--- src/rtl/uart_pkg.sv ---
// Shared constants for the UART transmit arbiter: FSM encodings and widths.
package uart_pkg;

  localparam int unsigned UART_BYTE_W        = 8;
  localparam int unsigned UART_DEF_MAX_BURST = 16;

  localparam logic [2:0] ST_IDLE  = 3'd0;
  localparam logic [2:0] ST_ISSUE = 3'd1;
  localparam logic [2:0] ST_WBUSY = 3'd2;
  localparam logic [2:0] ST_WRDY  = 3'd3;
  localparam logic [2:0] ST_HOLD  = 3'd4;

endpackage

--- src/rtl/uart_rr_pick.sv ---
// Combinational round-robin picker: nearest requester after last_owner wins.
module uart_rr_pick #(
  parameter int P_NREQ = 4,
  parameter int P_IW   = 2
) (
  input  logic [P_NREQ-1:0] req,
  input  logic [P_IW-1:0]   last_owner,
  output logic [P_NREQ-1:0] pick_oh,
  output logic [P_IW-1:0]   pick_idx,
  output logic              pick_vld
);

  logic [P_IW-1:0] idx;

  // Scan from farthest to nearest so the nearest hit overwrites earlier ones.
  always_comb begin
    pick_oh  = '0;
    pick_idx = '0;
    pick_vld = 1'b0;
    idx      = '0;
    for (int k = P_NREQ; k >= 1; k--) begin
      idx = P_IW'((int'(last_owner) + k) % P_NREQ);
      if (req[idx]) begin
        pick_oh      = '0;
        pick_oh[idx] = 1'b1;
        pick_idx     = idx;
        pick_vld     = 1'b1;
      end
    end
  end

endmodule

--- src/rtl/uart_tx_arb.sv ---
// Round-robin arbiter feeding one UART transmitter, with packet locking and burst cap.
// Optional CTS flow control enabled by defining UART_TX_ARB_CTS_EN.
module uart_tx_arb
  import uart_pkg::*;
#(
  parameter int P_NREQ      = 4,
  parameter int P_MAX_BURST = UART_DEF_MAX_BURST
) (
  input  logic                          FPGA_CLK,
  input  logic                          FPGA_RST_N,
  input  logic [P_NREQ-1:0]             IREQ_DVLD,
  input  logic [UART_BYTE_W*P_NREQ-1:0] IREQ_DT,
  input  logic [P_NREQ-1:0]             IREQ_LAST,
  output logic [P_NREQ-1:0]             OREQ_ACK,
  output logic                          OTX_DVLD,
  output logic [UART_BYTE_W-1:0]        OTX_DT,
  input  logic                          ITX_READY,
  input  logic                          ICTS,
  input  logic                          ICTS_EN,
  output logic [P_NREQ-1:0]             OGNT,
  output logic                          OBUSY
);

  localparam int IW = (P_NREQ > 1) ? $clog2(P_NREQ) : 1;
  localparam logic [IW-1:0] LAST_RST  = IW'(P_NREQ - 1);
  localparam logic [7:0]    MAX_BURST = 8'(P_MAX_BURST);

  logic [2:0]             state_q, state_d;
  logic [P_NREQ-1:0]      gnt_q, gnt_d;
  logic [IW-1:0]          owner_q, owner_d;
  logic [IW-1:0]          last_owner_q, last_owner_d;
  logic [7:0]             burst_q, burst_d;
  logic                   tx_dvld_q, tx_dvld_d;
  logic [UART_BYTE_W-1:0] tx_dt_q, tx_dt_d;
  logic [P_NREQ-1:0]      ack_q, ack_d;
  logic                   pkt_last_q, pkt_last_d;

  logic [P_NREQ-1:0]      pick_oh;
  logic [IW-1:0]          pick_idx;
  logic                   pick_vld;
  logic                   fc_ok;
  logic                   issue_ok;
  logic                   issue;
  logic                   owner_vld;
  logic [IW-1:0]          sel_idx;
  logic [UART_BYTE_W-1:0] sel_dat;
  logic                   sel_last;

`ifdef UART_TX_ARB_CTS_EN
  // CTS only gates the start of a byte; a byte already issued always completes.
  assign fc_ok = !ICTS_EN || !ICTS;
`else
  logic unused_cts;
  assign unused_cts = ICTS ^ ICTS_EN;
  assign fc_ok      = 1'b1;
`endif

  assign issue_ok  = ITX_READY && fc_ok;
  assign owner_vld = |(IREQ_DVLD & gnt_q);

  uart_rr_pick #(
    .P_NREQ (P_NREQ),
    .P_IW   (IW)
  ) u_pick (
    .req        (IREQ_DVLD),
    .last_owner (last_owner_q),
    .pick_oh    (pick_oh),
    .pick_idx   (pick_idx),
    .pick_vld   (pick_vld)
  );

  always_comb begin
    sel_idx  = (state_q == ST_IDLE) ? pick_idx : owner_q;
    sel_dat  = '0;
    sel_last = 1'b0;
    for (int i = 0; i < P_NREQ; i++) begin
      if (sel_idx == IW'(i)) begin
        sel_dat  = IREQ_DT[i*UART_BYTE_W +: UART_BYTE_W];
        sel_last = IREQ_LAST[i];
      end
    end
  end

  always_comb begin
    state_d      = state_q;
    gnt_d        = gnt_q;
    owner_d      = owner_q;
    last_owner_d = last_owner_q;
    burst_d      = burst_q;
    tx_dvld_d    = 1'b0;
    tx_dt_d      = tx_dt_q;
    ack_d        = '0;
    pkt_last_d   = pkt_last_q;
    issue        = 1'b0;
    case (state_q)
      ST_IDLE: begin
        if (issue_ok && pick_vld) begin
          issue   = 1'b1;
          gnt_d   = pick_oh;
          owner_d = pick_idx;
          burst_d = 8'd1;
          ack_d   = pick_oh;
        end
      end
      ST_ISSUE: state_d = ST_WBUSY;
      ST_WBUSY: begin
        if (!ITX_READY) state_d = ST_WRDY;
      end
      ST_WRDY: begin
        if (ITX_READY) begin
          if (pkt_last_q || (burst_q == MAX_BURST)) begin
            gnt_d        = '0;
            last_owner_d = owner_q;
            state_d      = ST_IDLE;
          end else begin
            state_d = ST_HOLD;
          end
        end
      end
      ST_HOLD: begin
        if (issue_ok && owner_vld) begin
          issue = 1'b1;
          ack_d = gnt_q;
          if (burst_q != 8'hFF) burst_d = burst_q + 8'd1;
        end
      end
      default: begin
        state_d = ST_IDLE;
        gnt_d   = '0;
      end
    endcase
    if (issue) begin
      state_d    = ST_ISSUE;
      tx_dvld_d  = 1'b1;
      tx_dt_d    = sel_dat;
      pkt_last_d = sel_last;
    end
  end

  always_ff @(posedge FPGA_CLK or negedge FPGA_RST_N) begin
    if (!FPGA_RST_N) begin
      state_q      <= ST_IDLE;
      gnt_q        <= '0;
      owner_q      <= '0;
      last_owner_q <= LAST_RST;
      burst_q      <= 8'd0;
      tx_dvld_q    <= 1'b0;
      tx_dt_q      <= '0;
      ack_q        <= '0;
      pkt_last_q   <= 1'b0;
    end else begin
      state_q      <= state_d;
      gnt_q        <= gnt_d;
      owner_q      <= owner_d;
      last_owner_q <= last_owner_d;
      burst_q      <= burst_d;
      tx_dvld_q    <= tx_dvld_d;
      tx_dt_q      <= tx_dt_d;
      ack_q        <= ack_d;
      pkt_last_q   <= pkt_last_d;
    end
  end

  assign OREQ_ACK = ack_q;
  assign OTX_DVLD = tx_dvld_q;
  assign OTX_DT   = tx_dt_q;
  assign OGNT     = gnt_q;
  assign OBUSY    = (state_q != ST_IDLE);

endmodule

--- config.mk ---
export PLATFORM = sky130hd
export DESIGN_NAME = uart_tx_arb
export DESIGN_NICKNAME = d
export VERILOG_FILES = /design/src/rtl/uart_pkg.sv /design/src/rtl/uart_rr_pick.sv /design/src/rtl/uart_tx_arb.sv
export SDC_FILE = /design/constraint.sdc
export NUM_CORES = 1
export LEC_CHECK = 0
export CORE_MARGIN = 3
export CORE_UTILIZATION = 49
export DETAILED_ROUTE_END_ITERATION = 6
export PLACE_DENSITY = 0.78
export SETUP_SLACK_MARGIN = 0.5
export SYNTH_ARGS = -nofsm -noshare
export SYNTH_HDL_FRONTEND = slang
export SYNTH_HIERARCHICAL = 1
export SYNTH_SLANG_ARGS = --single-unit
--- constraint.sdc ---
create_clock -name FPGA_CLK -period 3.9 [get_ports FPGA_CLK]
set_input_delay 0.585 -clock FPGA_CLK [delete_from_list [all_inputs] [get_ports FPGA_CLK]]
set_output_delay 0.585 -clock FPGA_CLK [all_outputs]
set_load 0.05 [all_outputs]
=== Yosys cells after proc, flatten, opt, wreduce, memory -nomap -nowiden ===
Cells that the tools add are included.

* $add $sub $neg: 5
* $lt $le $gt $ge: 8
* Equal/unequal tests: 17
* Mux-type cells: 57
* Bitwise gates (word level): 2
* Reduce and logical (&&, ||, !) cells: 19

{| class="wikitable"
|+ Operators with widths
! kind !! count
|-
| $mux 8 || 7
|-
| $mux 4 || 9
|-
| $mux 1 || 19
|-
| $pmux 8 s2 || 1
|-
| $lt 2x3->1 const B || 4
|-
| $mux 3 || 4
|-
| $pmux 3 s4 || 1
|-
| $pmux 4 s3 || 1
|-
| $mux 2 || 5
|-
| $add 8x1->8 const B || 1
|-
| $bmux 1 s2 || 4
|-
| $demux 1 s2 || 4
|-
| $eq 8x5->1 const B || 1
|-
| $ge 2x1->1 const B || 4
|-
| $ne 2x2->1 const B || 4
|-
| $ne 8x8->1 const B || 1
|-
| $pmux 4 s2 || 1
|-
| $reduce_and 4->1 || 2
|-
| $eq 3x2->1 const B || 2
|-
| $logic_and 1x1->1 || 6
|-
| $ne 3x3->1 const B || 2
|-
| $reduce_and 3->1 || 2
|-
| $add 2x1->2 const B || 2
|-
| $add 2x2->2 const B || 2
|-
| other kinds (17) || 19
|}

* Bits in registers: 33
* Input port bits: 45

=== Longest topological paths before layout ===
Gate-level depths: netlist of run 1.

* Depth in word-level cells: 13
* Depth in mapped cells: 13

=== Cells and area by module ===
Netlist of run 1, hierarchy kept.

{| class="wikitable"
|+ By module, submodules not included
! module !! times used !! cells an instance !! area each (um^2)
|-
| uart_tx_arb || 1 || 180 || 1825.5
|-
| uart_rr_pick || 1 || 70 || 553.0
|}

=== Worst setup path after synthesis of run 1 ===
No wires, ideal clock.

* Kind: register -> register
* Start: register last_owner_q[0]
* End: register tx_dt_q[2], in the netlist OTX_DT[2]
* Setup time: 0.110 ns
* Arrival time: 3.381 ns
* Setup slack: 0.408 ns
* Stages on the path, launching flop included: 14
* Buffers on the path: 3
* Clock period less this slack: 3.492 ns
* Path through: dfstp_2 > buf_4 > inv_1 > ha_1 > buf_4 > mux2_2 > a21oi_1 > o32ai_1 > a211oi_1 > or4b_1 > clkbuf_1 > nand2_1 > a211oi_1 > o41ai_1

* Word-level cells in the longest chain between the ends: 13
* Elaborated cells between the ends (all ways): 32

{| class="wikitable"
|+ Ends and longest elaborated chain
! element !! RTL line !! text
|-
| start: declaration || uart_tx_arb.sv:31 || <nowiki>logic [IW-1:0] last_owner_q, last_owner_d;</nowiki>
|-
| start signal: assignment || uart_tx_arb.sv:155 || <nowiki>last_owner_q <= last_owner_d;</nowiki>
|-
| $add 2x1->2 || uart_rr_pick.sv:22 || <nowiki>idx = P_IW'((int'(last_owner) + k) % P_NREQ);</nowiki>
|-
| $bmux 1 s2 || uart_rr_pick.sv:23 || <nowiki>if (req[idx]) begin</nowiki>
|-
| $mux 1 (not written as such) || uart_rr_pick.sv:23 ||
|-
| $mux 2 (3 in a row) || uart_rr_pick.sv:23 ||
|-
| $mux 2 (*) || uart_rr_pick.sv:23 ||
|-
| net pick_idx[0] || uart_tx_arb.sv:39 || <nowiki>logic [IW-1:0] pick_idx;</nowiki>
|-
| $mux 2 (*) || uart_tx_arb.sv:73 || <nowiki>sel_idx = (state_q == ST_IDLE) ? pick_idx : owner_q;</nowiki>
|-
| $logic_not 2->1 || uart_tx_arb.sv:77 || <nowiki>if (sel_idx == IW'(i)) begin</nowiki>
|-
| $mux 8 (3 in a row) || uart_tx_arb.sv:77 ||
|-
| $mux 8 (*) || uart_tx_arb.sv:77 ||
|-
| end signal: assignment || uart_tx_arb.sv:158 || <nowiki>tx_dt_q <= tx_dt_d;</nowiki>
|-
| end: declaration || uart_tx_arb.sv:34 || <nowiki>logic [UART_BYTE_W-1:0] tx_dt_q, tx_dt_d;</nowiki>
|}

The timed path passes the listed nets; every way through them passes the cells marked *. The select of a mux whose other input is x is not followed.
A chain may end at the register's enable or synchronous reset.

=== Worst setup path in the final report of run 1 ===
Ends and elaborated chain as after synthesis.

==> results of run 1 <==
## metal layers
layer  track usage (%)  up-vias  part of all wire [%]
met4             5.825        0                  0.78
met2             33.94       80                    48
li1                  -     1098                     -
met5                 0        -                     0
met3             4.090        7                   5.4
met1             30.71     1087                    46
## registers in the layout, summed over array words and instances, names as in the netlist
signal        cells
owner_q           2
OTX_DVLD          1
OREQ_ACK          4
burst_q           8
state_q           3
OTX_DT            8
OGNT              4
pkt_last_q        1
last_owner_q      2
## cells in the final DEF, fill, tap and decap left out, drive strengths merged, types with 8 or more instances in the layout
cell / netlist / layout
nor2: 15 / 15
dfrtp: 31 / 31
buf: 9 / 12
a22oi: 8 / 8
clkdlybuf4s50: 0 / 60
ha: 8 / 8
nand2: 11 / 11
inv: 15 / 15
o21ai: 14 / 14
a21oi: 14 / 14
and3: 11 / 11
a22o: 10 / 10
mux2i: 8 / 8
## Yosys cell counts (4+ instances only)
cell type | count | share of area [%]
dfrtp_1 | 31 | 33
a21oi_1 | 14 | 2.9
nor2_1 | 14 | 2.2
o21ai_0 | 14 | 2.9
inv_1 | 13 | 2.1
nand2_1 | 11 | 1.7
a22o_1 | 9 | 3.3
and3_1 | 9 | 2.4
a22oi_1 | 8 | 2.5
ha_1 | 8 | 4.2
mux2i_1 | 8 | 3.4
mux2_2 | 7 | 3.3
a211oi_1 | 6 | 1.9
nand3_1 | 6 | 1.3
nor2b_1 | 6 | 1.6
o31ai_1 | 6 | 1.9
nand2b_1 | 5 | 1.3
a221oi_1 | 4 | 1.5
a31oi_1 | 4 | 1.1
a32oi_1 | 4 | 1.5
buf_4 | 4 | 1.3
nor3_1 | 4 | 0.84
## stage by stage
step / instance area (um^2) / utilization, % / cells / setup slack [ns]
after floorplan: 2384 / - / 250 / 0.5161
after global placement: 3045 / 67.61 / 360 / 0.4707
after detailed placement: 3045 / 67.61 / 360 / 0.4288
after CTS: 3166 / 70.28 / 368 / 0.5255
after global routing: 3183 / 70.67 / 370 / 0.5067
final: 3183 / 70.67 / 370 / 0.6481
## worst min path at each step
stage	startpoint	end	slack [ns]
final	OTX_DT[2]	OTX_DT[2]	0.49
after global routing	OTX_DT[2]	OTX_DT[2]	0.54
after CTS	OTX_DT[2]	OTX_DT[2]	0.49
after detailed placement	OTX_DT[4]	OTX_DT[4]	0.47
after global placement	OTX_DT[2]	OTX_DT[2]	0.46
after floorplan	FPGA_RST_N	OGNT[0]	0.29
## report_power, final
| group | internal (W) | switching (W) | total [W] |
|---|---|---|---|
| clock | 0.000208 | 0.000120 | 0.000328 |
| combinational | 0.000656 | 0.000908 | 0.00156 |
| sequential | 0.000471 | 0.000128 | 0.000600 |
| total | 0.00134 | 0.00116 | 0.00249 |
## critical path, stage by stage (launching register included)
cell      delay [ns]
dfstp_4         0.67
inv_1           0.07
ha_2            0.38
mux2_2          0.37
a21oi_1         0.14
o32ai_1         0.11
a211oi_2        0.28
or4b_4          0.55
and3_1          0.19
a211oi_1        0.28
o41ai_1         0.10
## logic make-up after synthesis
| group | after synthesis |
|---|---|
| simple gates | 75 |
| compound gates | 90 |
| flops | 33 |
| fa+ha+maj | 8 |
| buf+inv | 27 |
| mux | 17 |
## timing repair
action,4_1_cts,5_1_grt
hold buffers,0,0
pin swaps,0,2
endpoints found under the hold margin,0,0
setup endpoints to repair,4,3
setup buffers,0,2
gates resized for setup,3,1
## cell type report
cell class,instances,share of cell area [%]
well taps,52,2.044
clock inverters,1,0.9434
multi-input cells,190,44.61
flip-flops and latches,33,26.14
repair buffers,72,21.70
inverters,15,1.847
clock buffers,7,2.712
==> load_flow_metrics.sql, run 1 <==
INSERT INTO impl_metrics (metric_group, metric, value, unit) VALUES
('status', 'outcome', 'complete, no violations', ''),
('floorplan', 'fp.dieW', '75.67', 'um'),
('synthesis', 'combinational_family_with_the_most_area_after_synthesis', 'compound AO/OA/AOI/OAI gates', ''),
('critical_path', 'r2r_start', 'last_owner_q[0]', ''),
('floorplan', 'die_y', '75.67', 'um'),
('drt', 'detail_route.iter0.violations', '150', ''),
('sta', 'min_period', '3.252', 'ns'),
('critical_path', 'timing.critical_path.from_type', 'flop', ''),
('placed_design', 'detailedPlacementHpwl', '4442', 'um'),
('critical_path', 'reg2reg_to', 'OTX_DT[2]', ''),
('critical_path', 'rr_worst_depth', '10', ''),
('worst_hold_path', 'min_path_cells', '2', ''),
('cts', 'clk_root_buffer_cell', 'clkbuf_8', ''),
('cells_and_area', 'fillCellCount', '340', ''),
('cts', 'cts.sinks', '33', ''),
('cts', 'cts_made_buffers', '5', ''),
('synthesis', 'ys_async_sr_fraction', '100.0', '%'),
('critical_path', 'crit_end_element', 'flop', ''),
('cts', 'cts-htree-levels', '2', ''),
('critical_path', 'ff2ff_setup_slack', '0.65', 'ns'),
('synthesis', 'number_of_nets_in_the_synthesized_netlist', '303', ''),
('floorplan', 'fp.coreArea', '4504', 'um^2'),
('job', 'drv_cap', '0', ''),
('critical_path', 'worst_setup_path_startpoint', 'last_owner_q[0]', ''),
('worst_hold_path', 'worst_hold_path_type', 'flop to flop', ''),
('cells_and_area', 'antenna_cells_inserted', '0', ''),
('cells_and_area', 'layout-area-overhead-vs-synth', '33.82', '%'),
('drt', 'firstDrtPassIters', '5', ''),
('cts', 'ctsLongestPathBuffers', '2', ''),
('cells_and_area', 'area_taken_by_flip_flops_and_latches', '832.0', 'um^2'),
('sta', 'totalNegativeSetupSlack', '0', 'ns'),
('cts', 'cts_tree', 'built', ''),
('placed_design', 'place.port_buffers', '60', ''),
('global_routing', 'grt_first_pass_wirelength', '9653', 'um'),
('synthesis', 'synthesis.area', '2379', 'um^2'),
('synthesis', 'synth_fa_ha_area_share', '4.208', '%'),
('critical_path', 'worst_path_arrival_time', '3.42', 'ns'),
('sta', 'max_slew.worst_pin.slew', '0.7642', 'ns'),
('cells_and_area', 'num-nets-final', '370', ''),
('sta', 'whs', '0.4879', 'ns'),
('cells_and_area', 'multiInputGateArea', '1420', 'um^2'),
('cells_and_area', 'drive_above_1_share', '15.41', '%'),
('cts', 'cts.clk_slew.worst_paths', '0.07', 'ns'),
('synthesis', 'postSynthCellCount', '250', ''),
('floorplan', 'initial_utilization', '52.81', '%'),
('global_routing', 'grt.total_usage', '21.66', '%'),
('power_and_ir_drop', 'leakage', '1.341', 'nW'),
('global_routing', 'number_of_global_route_vias_before_repair', '2059', ''),
('power_and_ir_drop', 'power.density', '782.8', 'nW/um^2'),
('placed_design', 'routabilityCongestion', '0.7931', ''),
('sta', 'finalCritPeriodShare', '83.38', '%'),
('synthesis', 'yosys.area_share.simple', '18.04', '%'),
('power_and_ir_drop', 'totalPowerFinal', '0.002492', 'W'),
('sta', 'report.final.slew_viol_count', '0', ''),
('global_routing', 'grt_start_max_net_pins', '34', ''),
('synthesis', 'post_synth_num_cell_types', '60', ''),
('sta', 'max_freq', '0.3075', 'GHz'),
('sta', 'worst_slew_margin_rel', '49.00', '%'),
('drt', 'routed_via_density', '6.141', ''),
('critical_path', 'worstSetupEndpoint', 'OTX_DT[2]', ''),
('synthesis', 'yosys.area_share.xor_xnor', '0', '%'),
('sta', 'fin_worst_skew', '0.006784', 'ns'),
('critical_path', 'category_of_the_most_critical_setup_path', 'flop to flop', ''),
('sta', 'final-hold-violation-count', '0', ''),
('global_routing', 'grt-ovfl-total', '0', ''),
('synthesis', 'synthMuxAreaShare', '8.890', '%'),
('synthesis', 'synth_top_flop_cell', 'dfrtp_1', ''),
('drt', 'detail_route.wl_per_cell', '15.88', 'um'),
('drt', 'detail_route.wirelength', '5874', 'um'),
('cts', 'worstSkewPairLatency', '0.28', 'ns'),
('drt', 'drc_violations_left', '0', '');
Power figures use the tool's default switching activity.
==> inputs of run 2 (changes only) <==
Settings changed: CORE_UTILIZATION 49 to 44, PLACE_DENSITY 0.78 to 0.73.
Clock period 3.9 ns to 2.8 ns, I/O delays scaled along.
==> load_flow_metrics.sql, run 2 (same netlist as run 1, synthesis figures left out) <==
INSERT INTO impl_metrics (metric_group, metric, value, unit) VALUES
('sta', 'min_period', '2.928', 'ns'),
('floorplan', 'die_y', '79.53', 'um'),
('cells_and_area', 'layout_commonest_cell', 'clkdlybuf4s50_1', ''),
('sta', 'worst_slew_margin_rel', '54.87', '%'),
('global_routing', 'grt_start_max_net_pins', '34', ''),
('floorplan', 'num_io_pins', '63', ''),
('floorplan', 'num_rows', '26', ''),
('power_and_ir_drop', 'proportion_of_power_drawn_by_the_clock_network', '11.0', '%'),
('placed_design', 'routabilityCongestion', '0.8586', ''),
('global_routing', 'antenna_found_initial', '0', ''),
('drt', 'routed_via_density', '5.824', ''),
('floorplan', 'fp.dieW', '79.53', 'um'),
('floorplan', 'fp.coreArea', '5172', 'um^2'),
('drt', 'detail_route.iter0.violations', '90', ''),
('drt', 'drc_violations_left', '0', ''),
('floorplan', 'initial_utilization', '45.98', '%'),
('critical_path', 'crit_end_element', 'flop', ''),
('global_routing', 'grt-ovfl-total', '0', ''),
('worst_hold_path', 'min_path_cells', '2', ''),
('sta', 'report.final.slew_viol_count', '0', ''),
('cells_and_area', 'layout_common_cells', 'clkdlybuf4s50_1 (55), buf_4 (33), dfrtp_1 (31)', ''),
('cts', 'holdBufCountCts', '0', ''),
('cells_and_area', 'final_util', '71.75', '%'),
('cells_and_area', 'area_taken_by_flip_flops_and_latches', '828.3', 'um^2'),
('cts', 'cts.clk_slew.worst_paths', '0.07', 'ns'),
('critical_path', 'r2r_start', 'last_owner_q[0]', ''),
('power_and_ir_drop', 'p_int', '0.002354', 'W'),
('job', 'drv_cap', '0', ''),
('power_and_ir_drop', 'power.switching', '0.001964', 'W'),
('sta', 'rsz_0062_raised_after_global_routing', 'true', ''),
('cts', 'cts_made_buffers', '5', ''),
('cells_and_area', 'fillCellCount', '366', ''),
('worst_hold_path', 'worst_hold_path_type', 'flop to flop', ''),
('worst_hold_path', 'min_from', 'OTX_DT[4]', ''),
('cells_and_area', 'postLayoutCellArea', '3711', 'um^2'),
('power_and_ir_drop', 'power_frac_comb', '69.9', '%'),
('critical_path', 'timing.critical_path.from_type', 'flop', ''),
('placed_design', 'place.port_buffers', '60', ''),
('critical_path', 'category_of_the_most_critical_setup_path', 'flop to flop', ''),
('power_and_ir_drop', 'power.density', '1164', 'nW/um^2'),
('power_and_ir_drop', 'power_switching_share', '45.47', '%'),
('floorplan', 'design.die.area', '6324', 'um^2'),
('cells_and_area', 'layout-area-overhead-vs-synth', '56.02', '%'),
('cts', 'cts_tree', 'built', ''),
('sta', 'max_slew.worst_pin.slew', '0.6769', 'ns'),
('power_and_ir_drop', 'worst_ir_drop_vdd', '0.6117', 'mV'),
('cts', 'cts-htree-levels', '2', ''),
('global_routing', 'grt.total_usage', '21.81', '%'),
('sta', 'totalNegativeSetupSlack', '-0.5514', 'ns'),
('drt', 'antenna_violating_nets_post_route', '0', ''),
('critical_path', 'reg2reg_to', 'OTX_DT[2]', ''),
('cts', 'clk_root_buffer_cell', 'clkbuf_8', ''),
('power_and_ir_drop', 'power.share.sequential', '19.2', '%'),
('critical_path', 'worst_path_arrival_time', '3.11', 'ns'),
('status', 'violations_in_the_final_reports', 'negative setup slack', ''),
('status', 'outcome', 'finished, violations left', ''),
('critical_path', 'worst_ep_required_time', '2.98', 'ns'),
('critical_path', 'worst-path-max-fanout', '5', ''),
('drt', 'detail_route.wl_per_cell', '16.47', 'um'),
('cts', 'worstSkewPairLatency', '0.29', 'ns'),
('cells_and_area', 'antenna_cells_inserted', '0', ''),
('cells_and_area', 'num-nets-final', '397', ''),
('cells_and_area', 'multiInputGateArea', '1673', 'um^2'),
('cells_and_area', 'drive_above_1_share', '31.88', '%'),
('critical_path', 'rr_worst_depth', '11', ''),
('cts', 'ctsLongestPathBuffers', '2', ''),
('global_routing', 'grt_first_pass_wirelength', '10930', 'um'),
('drt', 'dr_total_vias', '2417', ''),
('worst_hold_path', 'hold_path_end', 'OTX_DT[4]', ''),
('sta', 'setup_viol', '7', ''),
('global_routing', 'number_of_global_route_vias_before_repair', '2337', ''),
('power_and_ir_drop', 'leakage', '1.534', 'nW'),
('sta', 'final-hold-violation-count', '0', ''),
('placed_design', 'detailedPlacementHpwl', '4772', 'um'),
('critical_path', 'ff2ff_setup_slack', '-0.13', 'ns'),
('sta', 'fin_worst_skew', '0.005076', 'ns'),
('power_and_ir_drop', 'totalPowerFinal', '0.004318', 'W'),
('sta', 'finalCritPeriodShare', '104.6', '%'),
('cts', 'cts.sinks', '33', ''),
('drt', 'detail_route.wirelength', '6834', 'um'),
('sta', 'max_freq', '0.3415', 'GHz'),
('sta', 'final.setup.worst_slack', '-0.1281', 'ns'),
('drt', 'firstDrtPassIters', '4', ''),
('placed_design', 'placedInstanceArea', '3323', 'um^2');
-- run 2: layout make-up --
cell class	instances	area share (%)
clock inverter	1	0.8092
timing repair buffer	99	25.25
multi-input combinational	190	45.08
tap	70	2.360
sequential	33	22.32
clock buffer	7	2.326
inverter	15	1.854
-- run 2: timing repair --
action | in CTS | in global routing
resized for setup | 18 | 27
buffers inserted | 5 | 3
setup endpoints to repair | 20 | 20
cloned | 0 | 1
pin swaps | 11 | 6
-- run 2: layer usage --
metal	vias up	share of wire, %	track usage [%]
li1	1151	-	-
met1	1182	43	28.97
met2	74	50	34.97
met3	10	4.7	4.853
met4	0	1.8	7.388
met5	-	0	0
-- run 2: worst max-delay path by stage --
stage	from	to	slack, ns	depth (start not counted)
floorplan	last_owner_q[0]	OTX_DT[5]	-0.26	13
global placement	IREQ_DVLD[2]	OTX_DT[2]	-0.14	10
detailed placement	IREQ_DVLD[2]	OTX_DT[2]	-0.17	10
CTS	last_owner_q[0]	OTX_DT[2]	-0.10	11
global route	last_owner_q[0]	OTX_DT[2]	-0.21	11
finish	last_owner_q[0]	OTX_DT[2]	-0.13	11
-- run 2: worst max-delay path, cell delays in order, from the launching register on --
cell      delay (ns)
dfstp_2         0.59
inv_8           0.04
ha_4            0.29
mux2i_2         0.27
nor3_2          0.07
o31a_1          0.25
a211oi_2        0.24
or4b_4          0.52
buf_6           0.15
and3_4          0.15
a211oi_4        0.17
o41ai_2         0.08
-- run 2: power by group through the flow --
stage | clock network, W | logic [W] | registers [W]
after floorplan | 0 | 0.00144 | 0.00113
after global placement | 0 | 0.00244 | 0.000818
after detailed placement | 0 | 0.00249 | 0.000828
after CTS | 0.000478 | 0.00273 | 0.000821
after global routing | 0.000504 | 0.00322 | 0.000852
final | 0.000474 | 0.00302 | 0.000828
-- run 2: metrics by stage --
step,hold WS (ns),setup WS [ns],std cells
floorplan,0.1244,-0.2557,250
global placement,0.4576,-0.1446,398
detailed placement,0.4695,-0.1731,398
CTS,0.4899,-0.1005,411
global route,0.5150,-0.2088,415
finish,0.4893,-0.1281,415
